### config.mk
export PLATFORM = sky130hd
export DESIGN_NAME = ts_rd_ctrl_flat
export DESIGN_NICKNAME = d
export VERILOG_FILES = /design/src/rtl/ts_rd_ctrl_if.sv /design/src/rtl/ts_rd_ctrl.sv /design/src/flat_wrapper.sv
export SDC_FILE = /design/constraint.sdc
export NUM_CORES = 1
export LEC_CHECK = 0
export ABC_AREA = 1
export ABC_CLOCK_PERIOD_IN_PS = 3400
export CORE_MARGIN = 2
export CORE_UTILIZATION = 50
export DETAILED_ROUTE_END_ITERATION = 7
export GPL_TIMING_DRIVEN = 0
export HOLD_SLACK_MARGIN = 0.06
export PLACE_DENSITY = 0.77
export SLEW_MARGIN = 25
export SYNTH_ARGS = -nofsm -noshare
export SYNTH_HDL_FRONTEND = slang
export SYNTH_SLANG_ARGS = --single-unit
### constraint.sdc
create_clock -name clk -period 3.4 [get_ports clk]
set_input_delay 0.85 -clock clk [delete_from_list [all_inputs] [get_ports clk]]
set_output_delay 0.85 -clock clk [all_outputs]
set_load 0.01 [all_outputs]
### src/rtl/ts_rd_ctrl_if.sv
// ts_rd_ctrl_if
// Groups the signals between one TS read controller and its neighbours.
// The controller uses the slave modport. The environment uses the master
// modport: that is the deinterleaver channel plus the host/demux consumer.
//   ts_int / rd_len     : slot-ready pulse and byte count for that slot
//   ts_en_rd            : one-byte read request toward the deinterleaver
//   ts_en_out / ts_dout : returned byte strobe and data
//   ts_overflow         : deinterleaver overflow level
//   out_*               : valid/ready byte stream with start/end-of-slot marks
//   busy / slot_done    : status of the slot in progress
//   err / err_clr       : sticky error flag and its clear
interface ts_rd_ctrl_if;
  logic        ts_int;
  logic [16:0] rd_len;
  logic        ts_en_rd;
  logic        ts_en_out;
  logic [7:0]  ts_dout;
  logic        ts_overflow;
  logic        out_valid;
  logic [7:0]  out_data;
  logic        out_sof;
  logic        out_eof;
  logic        out_ready;
  logic        busy;
  logic        slot_done;
  logic        err;
  logic        err_clr;

  modport slave (
    input  ts_int, rd_len, ts_en_out, ts_dout, ts_overflow, out_ready, err_clr,
    output ts_en_rd, out_valid, out_data, out_sof, out_eof, busy, slot_done, err
  );

  modport master (
    output ts_int, rd_len, ts_en_out, ts_dout, ts_overflow, out_ready, err_clr,
    input  ts_en_rd, out_valid, out_data, out_sof, out_eof, busy, slot_done, err
  );
endinterface

### src/rtl/ts_rd_ctrl.sv
// ts_rd_ctrl
// Read-side controller for one byte-deinterleaver channel.
// On each slot-ready interrupt it issues paced one-byte read requests.
// It buffers the returned bytes in a small show-ahead FIFO and streams
// them out with start/end-of-slot markers.
//   clk     : system clock, rising edge
//   reset_n : asynchronous active-low reset
//   bus     : ts_rd_ctrl_if.slave (deinterleaver side, output stream, status)
// Parameter DEPTH has two roles:
//   - FIFO depth in bytes (power of two, 4..64).
//   - Cap on bytes that have been requested but not yet read out.
module ts_rd_ctrl #(
  parameter int unsigned DEPTH = 16
) (
  input  logic            clk,
  input  logic            reset_n,
  ts_rd_ctrl_if.slave     bus
);

  localparam int unsigned AW = $clog2(DEPTH);
  localparam int unsigned CW = AW + 1;

  typedef enum logic [1:0] {IDLE, READ, DRAIN, DONE} state_t;

  state_t          state_q, state_d;
  logic [16:0]     len_q, len_d;
  logic [16:0]     req_cnt_q, req_cnt_d;
  logic [16:0]     out_cnt_q, out_cnt_d;
  logic [CW-1:0]   fifo_cnt_q, fifo_cnt_d;
  logic [CW-1:0]   inflight_q, inflight_d;
  logic [AW-1:0]   wr_ptr_q, rd_ptr_q;
  logic            pend_q, pend_d;
  logic            err_q, err_d;
  logic            ovf_q;
  logic            en_rd_q, en_rd_d;
  logic [7:0]      mem_q [DEPTH];

  logic            push, pop, spurious, ovf_rise, err_set, out_valid;
  logic            headroom_ok, slot_done;
  logic [CW:0]     occupancy;

  // A returned byte is only accepted against an outstanding request.
  // A strobe with nothing in flight is flagged as an error and dropped.
  assign out_valid  = (fifo_cnt_q != '0);
  assign push       = bus.ts_en_out && (inflight_q != '0);
  assign spurious   = bus.ts_en_out && (inflight_q == '0);
  assign pop        = out_valid && bus.out_ready;
  assign ovf_rise   = bus.ts_overflow && !ovf_q;
  assign fifo_cnt_d = fifo_cnt_q + CW'(push) - CW'(pop);
  assign inflight_d = inflight_q + CW'(en_rd_q) - CW'(push);

  // The request output is registered, so its decision looks at the occupancy
  // as it will be after this edge. That keeps FIFO plus in-flight bytes at or
  // below DEPTH.
  assign occupancy   = {1'b0, fifo_cnt_d} + {1'b0, inflight_d};
  assign headroom_ok = (occupancy < (CW+1)'(DEPTH));

  // Next-state and control decode.
  always_comb begin
    state_d   = state_q;
    len_d     = len_q;
    req_cnt_d = req_cnt_q + {16'd0, en_rd_q};
    out_cnt_d = out_cnt_q + {16'd0, pop && (out_cnt_q < len_q)};
    pend_d    = pend_q;
    en_rd_d   = 1'b0;
    slot_done = 1'b0;
    err_set   = spurious || ovf_rise;

    case (state_q)
      IDLE: begin
        if (bus.ts_int) begin
          len_d     = bus.rd_len;
          req_cnt_d = '0;
          out_cnt_d = '0;
          if (bus.rd_len == '0) begin
            state_d = DONE;
          end else begin
            state_d = READ;
            en_rd_d = headroom_ok;
          end
        end
      end
      READ: begin
        if (bus.ts_int) begin
          if (pend_q) err_set = 1'b1;
          else        pend_d  = 1'b1;
        end
        if (req_cnt_d == len_q) state_d = DRAIN;
        else                    en_rd_d = headroom_ok;
      end
      DRAIN: begin
        if (bus.ts_int) begin
          if (pend_q) err_set = 1'b1;
          else        pend_d  = 1'b1;
        end
        if ((inflight_d == '0) && (fifo_cnt_d == '0)) state_d = DONE;
      end
      DONE: begin
        slot_done = 1'b1;
        // An interrupt arriving in DONE is treated like a pending one.
        // rd_len is sampled here, not when the pending interrupt arrived.
        if (bus.ts_int && pend_q) err_set = 1'b1;
        if (pend_q || bus.ts_int) begin
          pend_d    = 1'b0;
          len_d     = bus.rd_len;
          req_cnt_d = '0;
          out_cnt_d = '0;
          if (bus.rd_len == '0) begin
            state_d = DONE;
          end else begin
            state_d = READ;
            en_rd_d = headroom_ok;
          end
        end else begin
          state_d = IDLE;
        end
      end
      default: state_d = IDLE;
    endcase

    err_d = bus.err_clr ? 1'b0 : (err_q || err_set);
  end

  // Control state, counters and FIFO pointers.
  always_ff @(posedge clk or negedge reset_n) begin
    if (!reset_n) begin
      state_q    <= IDLE;
      len_q      <= '0;
      req_cnt_q  <= '0;
      out_cnt_q  <= '0;
      fifo_cnt_q <= '0;
      inflight_q <= '0;
      wr_ptr_q   <= '0;
      rd_ptr_q   <= '0;
      pend_q     <= 1'b0;
      err_q      <= 1'b0;
      ovf_q      <= 1'b0;
      en_rd_q    <= 1'b0;
    end else begin
      state_q    <= state_d;
      len_q      <= len_d;
      req_cnt_q  <= req_cnt_d;
      out_cnt_q  <= out_cnt_d;
      fifo_cnt_q <= fifo_cnt_d;
      inflight_q <= inflight_d;
      pend_q     <= pend_d;
      err_q      <= err_d;
      ovf_q      <= bus.ts_overflow;
      en_rd_q    <= en_rd_d;
      if (push) wr_ptr_q <= wr_ptr_q + AW'(1);
      if (pop)  rd_ptr_q <= rd_ptr_q + AW'(1);
    end
  end

  // FIFO storage. It has no reset; out_data is gated while the FIFO is empty.
  always_ff @(posedge clk) begin
    if (push) mem_q[wr_ptr_q] <= bus.ts_dout;
  end

  assign bus.ts_en_rd  = en_rd_q;
  assign bus.out_valid = out_valid;
  assign bus.out_data  = out_valid ? mem_q[rd_ptr_q] : 8'h00;
  assign bus.out_sof   = out_valid && (out_cnt_q == '0);
  assign bus.out_eof   = out_valid && (out_cnt_q == (len_q - 17'd1));
  assign bus.busy      = (state_q != IDLE);
  assign bus.slot_done = slot_done;
  assign bus.err       = err_q;

endmodule

### src/flat_wrapper.sv
// flat-port wrapper written by rule: the top's interface ports become plain ports
module ts_rd_ctrl_flat 
#(
  parameter int unsigned DEPTH = 16
)
  (clk, reset_n, bus_ts_int, bus_rd_len, bus_ts_en_out, bus_ts_dout, bus_ts_overflow, bus_out_ready, bus_err_clr, bus_ts_en_rd, bus_out_valid, bus_out_data, bus_out_sof, bus_out_eof, bus_busy, bus_slot_done, bus_err);
  ts_rd_ctrl_if bus_i ();
  input  logic clk;
  input  logic reset_n;
  input wire logic [$bits(bus_i.ts_int)-1:0] bus_ts_int;
  input wire logic [$bits(bus_i.rd_len)-1:0] bus_rd_len;
  input wire logic [$bits(bus_i.ts_en_out)-1:0] bus_ts_en_out;
  input wire logic [$bits(bus_i.ts_dout)-1:0] bus_ts_dout;
  input wire logic [$bits(bus_i.ts_overflow)-1:0] bus_ts_overflow;
  input wire logic [$bits(bus_i.out_ready)-1:0] bus_out_ready;
  input wire logic [$bits(bus_i.err_clr)-1:0] bus_err_clr;
  output wire logic [$bits(bus_i.ts_en_rd)-1:0] bus_ts_en_rd;
  output wire logic [$bits(bus_i.out_valid)-1:0] bus_out_valid;
  output wire logic [$bits(bus_i.out_data)-1:0] bus_out_data;
  output wire logic [$bits(bus_i.out_sof)-1:0] bus_out_sof;
  output wire logic [$bits(bus_i.out_eof)-1:0] bus_out_eof;
  output wire logic [$bits(bus_i.busy)-1:0] bus_busy;
  output wire logic [$bits(bus_i.slot_done)-1:0] bus_slot_done;
  output wire logic [$bits(bus_i.err)-1:0] bus_err;
  assign bus_i.ts_int = bus_ts_int;
  assign bus_i.rd_len = bus_rd_len;
  assign bus_i.ts_en_out = bus_ts_en_out;
  assign bus_i.ts_dout = bus_ts_dout;
  assign bus_i.ts_overflow = bus_ts_overflow;
  assign bus_i.out_ready = bus_out_ready;
  assign bus_i.err_clr = bus_err_clr;
  assign bus_ts_en_rd = bus_i.ts_en_rd;
  assign bus_out_valid = bus_i.out_valid;
  assign bus_out_data = bus_i.out_data;
  assign bus_out_sof = bus_i.out_sof;
  assign bus_out_eof = bus_i.out_eof;
  assign bus_busy = bus_i.busy;
  assign bus_slot_done = bus_i.slot_done;
  assign bus_err = bus_i.err;
  ts_rd_ctrl #(.DEPTH(DEPTH)) u_core (.clk(clk), .reset_n(reset_n), .bus(bus_i));
endmodule
; ---- After elaboration in Yosys (flattened, before gate mapping)
; Memories as Yosys holds them, arrays and structs flattened.
; Cells that the tools add are included.
[op_classes]
n_reduce_logical = 28
n_lt_le_gt_ge = 2
n_eq_ne = 10
add_sub_neg = 10
muxes = 32
[op_table]
columns = cell, count
row1 = 2-to-1 mux 17 bit, 6
row2 = case mux 17 bit (2 select lines), 3
row3 = adder 17 x 1 -> 17 bit, 2
row4 = equality test 17 bit, 2
row5 = zero test 17 bit, 2
row6 = < comparator 17 bit, 1
row7 = subtractor 17 x 1 -> 17 bit (second input constant), 1
row8 = zero test 5 bit, 3
row9 = 2-to-1 mux 1 bit, 13
row10 = adder 5 x 1 -> 5 bit, 2
row11 = 2-to-1 mux 2 bit, 5
row12 = nonzero test 5 bit, 2
row13 = subtractor 5 x 1 -> 5 bit, 2
row14 = logical AND 1 bit, 9
row15 = AND reduction 3 bit, 3
row16 = adder 4 x 1 -> 4 bit (second input constant), 2
row17 = 2-to-1 mux 8 bit, 1
row18 = inequality test 2 x 1 -> 1 bit (second input constant), 4
row19 = case mux 2 bit (4 select lines), 1
row20 = adder 5 x 5 -> 6 bit, 1
row21 = < comparator 6 x 5 -> 1 bit (second input constant), 1
row22 = nonzero test 2 bit, 3
row23 = equality test 2 bit (second input constant), 2
row24 = case mux 1 bit (2 select lines), 2
row25 = other kinds (7), 9
[totals]
mem_bits_rw = 128
memories = 1
reg_bits = 75
word_cells = 95
[mem_list]
columns = memory, words, width, read_ports, rd_clocked_by_memory_dff, wr, line
row1 = u_core.mem_q, 16, 8, 1, 0, 1, ts_rd_ctrl.sv:36  ; logic [7:0] mem_q [DEPTH];

; ---- Logic depth before layout (Yosys ltp)
[logic_depth]
word_depth = 9
mapped_depth = 26
mapped_depth_nobuf = 26

; ---- Worst setup path after synthesis
; OpenSTA, ideal clock, no wires.
[synth_path]
kind = input -> register
start = input port bus_ts_en_out
end = register u_core.state_q[1]
arrival_time_ns = 3.106
path_stages = 13
setup_ns = 0.117
setup_slack_ns = 0.177
required_ns = 3.283
path_cell_list = inv_1 nor2_1 ha_1 inv_1 ha_1 fa_1 nor4_1 nand4_1 o21a_1 nor2_1 nand2_2 nand2_1 nand2_1
[synth_via]
word_cells_on_any_way = 9
[synth_lines]
columns = element, line
row1 = "start, declared", flat_wrapper.sv:12  ; input wire logic [$bits(bus_i.ts_en_out)-1:0] bus_ts_en_out;
row2 = logical AND 1 bit, ts_rd_ctrl.sv:45  ; assign push = bus.ts_en_out && (inflight_q != '0);
row3 = net u_core.push, ts_rd_ctrl.sv:38  ; logic push, pop, spurious, ovf_rise, err_set, out_valid;
row4 = subtractor 5 x 1 -> 5 bit, ts_rd_ctrl.sv:50  ; assign inflight_d = inflight_q + CW'(en_rd_q) - CW'(push);
row5 = net u_core.inflight_d[1], ts_rd_ctrl.sv:30  ; logic [CW-1:0] inflight_q, inflight_d;
row6 = zero test 5 bit, ts_rd_ctrl.sv:96  ; if ((inflight_d == '0) && (fifo_cnt_d == '0)) state_d = DONE;
row7 = logical AND 1 bit, ts_rd_ctrl.sv:96
row8 = inequality test 2 x 1 -> 1 bit (no line), -
row9 = AND reduction 3 bit (no line), -
row10 = "end signal, assigned", ts_rd_ctrl.sv:140  ; state_q <= state_d;
row11 = "end, declared", ts_rd_ctrl.sv:25  ; state_t state_q, state_d;
; The timed path passes the listed nets, and every way through them passes these cells.
; A chain may end at the register's enable or synchronous reset.

; ---- Worst setup path in the final report
[layout_path]
start = register u_core.len_q[2]
end = register u_core.out_cnt_q[15]
[layout_via]
elab_chain_cells = 5
word_cells_on_any_way = 6
[layout_lines]
columns = element, line
row1 = "start, declared", ts_rd_ctrl.sv:26  ; logic [16:0] len_q, len_d;
row2 = "start signal, assigned", ts_rd_ctrl.sv:141  ; len_q <= len_d;
row3 = < comparator 17 bit (*), ts_rd_ctrl.sv:63  ; out_cnt_d = out_cnt_q + {16'd0, pop && (out_cnt_q < len_q)};
row4 = logical AND 1 bit (*), ts_rd_ctrl.sv:63
row5 = adder 17 x 1 -> 17 bit (*), ts_rd_ctrl.sv:63
row6 = 2-to-1 mux 17 bit (on tied branches), "ts_rd_ctrl.sv:103, ts_rd_ctrl.sv:71"
row7 = case mux 17 bit (2 select lines) (*), ts_rd_ctrl.sv:69  ; case (state_q)
row8 = net u_core.out_cnt_d[15], ts_rd_ctrl.sv:28  ; logic [16:0] out_cnt_q, out_cnt_d;
row9 = "end signal, assigned", ts_rd_ctrl.sv:143  ; out_cnt_q <= out_cnt_d;
row10 = "end, declared", ts_rd_ctrl.sv:28
; Mark *: on every way through the listed nets, which the timed path passes. The rest lies on a longest branch.

==> flow_summary.ini <==
[yosys]
synth_common_cells = 150 x nand2_1, 144 x nor2_1, 128 x edfxtp_1
ys_types = 46
synth_top_cell_by_area = edfxtp_1
netlist.area_leader.share_pct = 37.4
synth_nets = 1141
syn_area_per_cell_um2 = 9.70
synthMostInstantiatedCell = nand2_1
yosysWarnings = 0
yosys-top-cells-area = edfxtp_1 37%, dfrtp_1 18%, ha_1 5.7%
synth_flop_cell = edfxtp_1
yosysSeqAreaShare_pct = 55.6
synth_seq_cells = 203
synthArstFlopShare_pct = 36.9
synthCells = 1060
synth_edf_count = 128
syn-cell-area_um2 = 10300

[timing]
grt_setup_unrepaired = true
tightest_slew_ns = 0.951
setup_violations = 1
maxSlewViolCount = 0
final.setup_skew_ns = 0.0169
period_share_pct = 101
fmax_mhz = 292
final-hold-violation-count = 0
max_slew_margin_pct = 36.3
finalCriticalPeriod_ns = 3.42
fin_ws_ns = -0.0241

[place]
dpl.hpwl_um = 17400
portBuffers = 46
dp_slack_ns = -0.737
placed_cells_incl_taps = 1377
gp_congestion = 0.875
placed_cell_area_um2 = 11100

[critical_path]
worstPathArrival_ns = 3.82
end_kind = register
worstPathMaxFanout = 4
startpoint_type = register
crit_required_ns = 3.80
crit_type = register to register

[min_path]
holdCritPathClass = primary input to async pin

[global_routing]
grt_overflow = 0
grt_pass1_vias = 7846
grt_max_degree = 44
grt_antenna_before_repair = 0
grt_pass1_wl_um = 39800
track_usage_pct = 23.1

[route]
avgViaCountPerCell = 5.65
totalWireLength_um = 25600
firstDrtPassIters = 5
wl_per_cell_um = 17.7
vias = 8174
drcViolationCount = 0
drtIter0Drc = 706
detail-route-antenna-nets = 0

[pwr]
design_power_total_mw = 10.4
ir_worst_vdd_uv = 515
p_per_area_nw_per_um2 = 841
power_leakage_nw = 5.06

[clock_network]
cts_tree = built
numCtsBuffers = 23
clockRootBuffer = clkbuf_16
htreeDepth = 1
clk_latency_ns = 0.52
clkTransAtPathRegs_ns = 0.06
clock-sinks = 203
cts_buffer_depth = 3

[floorplanning]
die-area_um2 = 21700
rows = 52
core_area_um2 = 20200
ioPinCount = 47
die_w_um = 147
fp.dieH_um = 147
start_util_pct = 50.8

[finish]
final_cells = 1446
antenna_cells = 0
design_area_um2 = 12300
drive_gt1_share_pct = 15.1
area_growth_pct = 20.0
num-nets-final = 1241

[flow_run]
maxCapViolCount = 0

[status]
status = finished, violations left
failed_checks = negative setup slack
==> power by group <==
part | switching (mW) | leakage [nW] | internal [mW] | total (mW)
Combinational | 2.92 | 2.60 | 1.73 | 4.65
Clock | 0.990 | 0.345 | 1.36 | 2.35
Sequential | 0.316 | 2.11 | 3.07 | 3.38
==> critical path, cell delays in order (launching register included) <==
cell and delay (ns):
dfrtp_2 0.42, inv_2 0.09, ha_4 0.21, a21oi_2 0.11, nor2_1 0.05, nor2_1 0.14, o311ai_2 0.14, a21oi_2 0.17
nor2_1 0.06, nor2_1 0.11, nor2_1 0.06, nor2_2 0.16, ha_2 0.23, buf_4 0.12, nand3_4 0.08, nor2_4 0.14
nand4_1 0.19, nor2_4 0.21, nand3_2 0.11, nor3_2 0.21, nand2_1 0.09, o21ai_1 0.14, a21oi_1 0.05
==> registers in the layout, indices dropped and copies added (netlist names) <==
signal / cells
u_core.out_cnt_q: 17
u_core.len_q: 17
u_core.fifo_cnt_q: 5
u_core.bus.err: 1
u_core.ovf_q: 1
u_core.bus.ts_en_rd: 1
u_core.wr_ptr_q: 4
u_core.rd_ptr_q: 4
u_core.req_cnt_q: 17
u_core.state_q: 2
u_core.pend_q: 1
u_core.inflight_q: 5
u_core.mem_q: 128
==> stage by stage <==
step / setup TNS [ns] / utilization (%) / hold WS (ns)
after global routing: -1.33 / 61.0 / 0.325
after floorplan: 0 / - / 0.493
after CTS: -0.259 / 59.7 / 0.296
after detailed placement: -4.93 / 54.9 / 0.517
after global placement: -106.23 / 54.8 / 0.509
final: -0.0241 / 61.0 / 0.295
==> worst paths after layout <==
kind | slack (ns) | end | cells after the start | start
min in group clk | 0.52 | u_core.bus.err | 2 | u_core.bus.err
min reg2reg | 0.52 | u_core.bus.err | 2 | u_core.bus.err
min | 0.29 | u_core.out_cnt_q[13] | 1 | reset_n
max in group asynchronous | 2.53 | u_core.fifo_cnt_q[4] | 2 | reset_n
max | -0.02 | u_core.out_cnt_q[15] | 22 | u_core.len_q[2]
max reg2reg | -0.02 | u_core.out_cnt_q[15] | 22 | u_core.len_q[2]
==> metal layers <==
layer,wire length (µm),GRT usage [%],vias to the layer above
li1,-,-,3849
met1,10700,30.3,3959
met2,12400,39.1,307
met3,1650,2.93,59
met4,775,9.90,0
met5,0,0,-
==> cells in the final DEF (no fill, tap or decap), drive strengths merged, types with 2 or more instances in the layout <==
master	netlist	layout
o22ai	12	12
nand2	158	158
clkinvlp	0	2
o221ai	23	23
xnor2	6	6
clkbuf	27	62
fa	2	2
nand4	17	17
nor2	155	155
o21bai	4	4
or2	5	5
buf	5	38
nor3	5	5
and2	4	4
nand3	65	65
ha	47	47
dfrtp	75	75
o21ai	97	97
clkinv	3	9
o211ai	12	12
nor4	7	7
a21oi	45	45
xor2	33	33
clkdlybuf4s50	0	36
inv	116	117
edfxtp	128	128
==> cell type report <==
type,instances,area (µm²)
well taps,270,338
clock inverters,10,95.1
plain buffers,31,183
inverters,119,452
fillers,1598,7890
repair buffers,76,674
clock buffers,31,616
flip-flops and latches,203,5730
multi-input cells,706,4260
==> cells by family after synthesis <==
family	count (synthesis)	share of synthesized area, %
adder cells (fa/ha/maj)	49	6.11
buffers and inverters	151	5.57
AO/OA/AOI/OAI	200	11.3
flip-flops	203	55.6
XOR/XNOR	39	3.32
AND/OR/NAND/NOR	418	18.0
==> what timing repair did <==
action                     CTS  global route
pin swaps                   15            45
setup endpoints to repair   17            18
setup buffers               13            17
gates resized for setup     68            61
hold buffers                 0             0
Note: power is estimated with default switching activity, not from simulation.
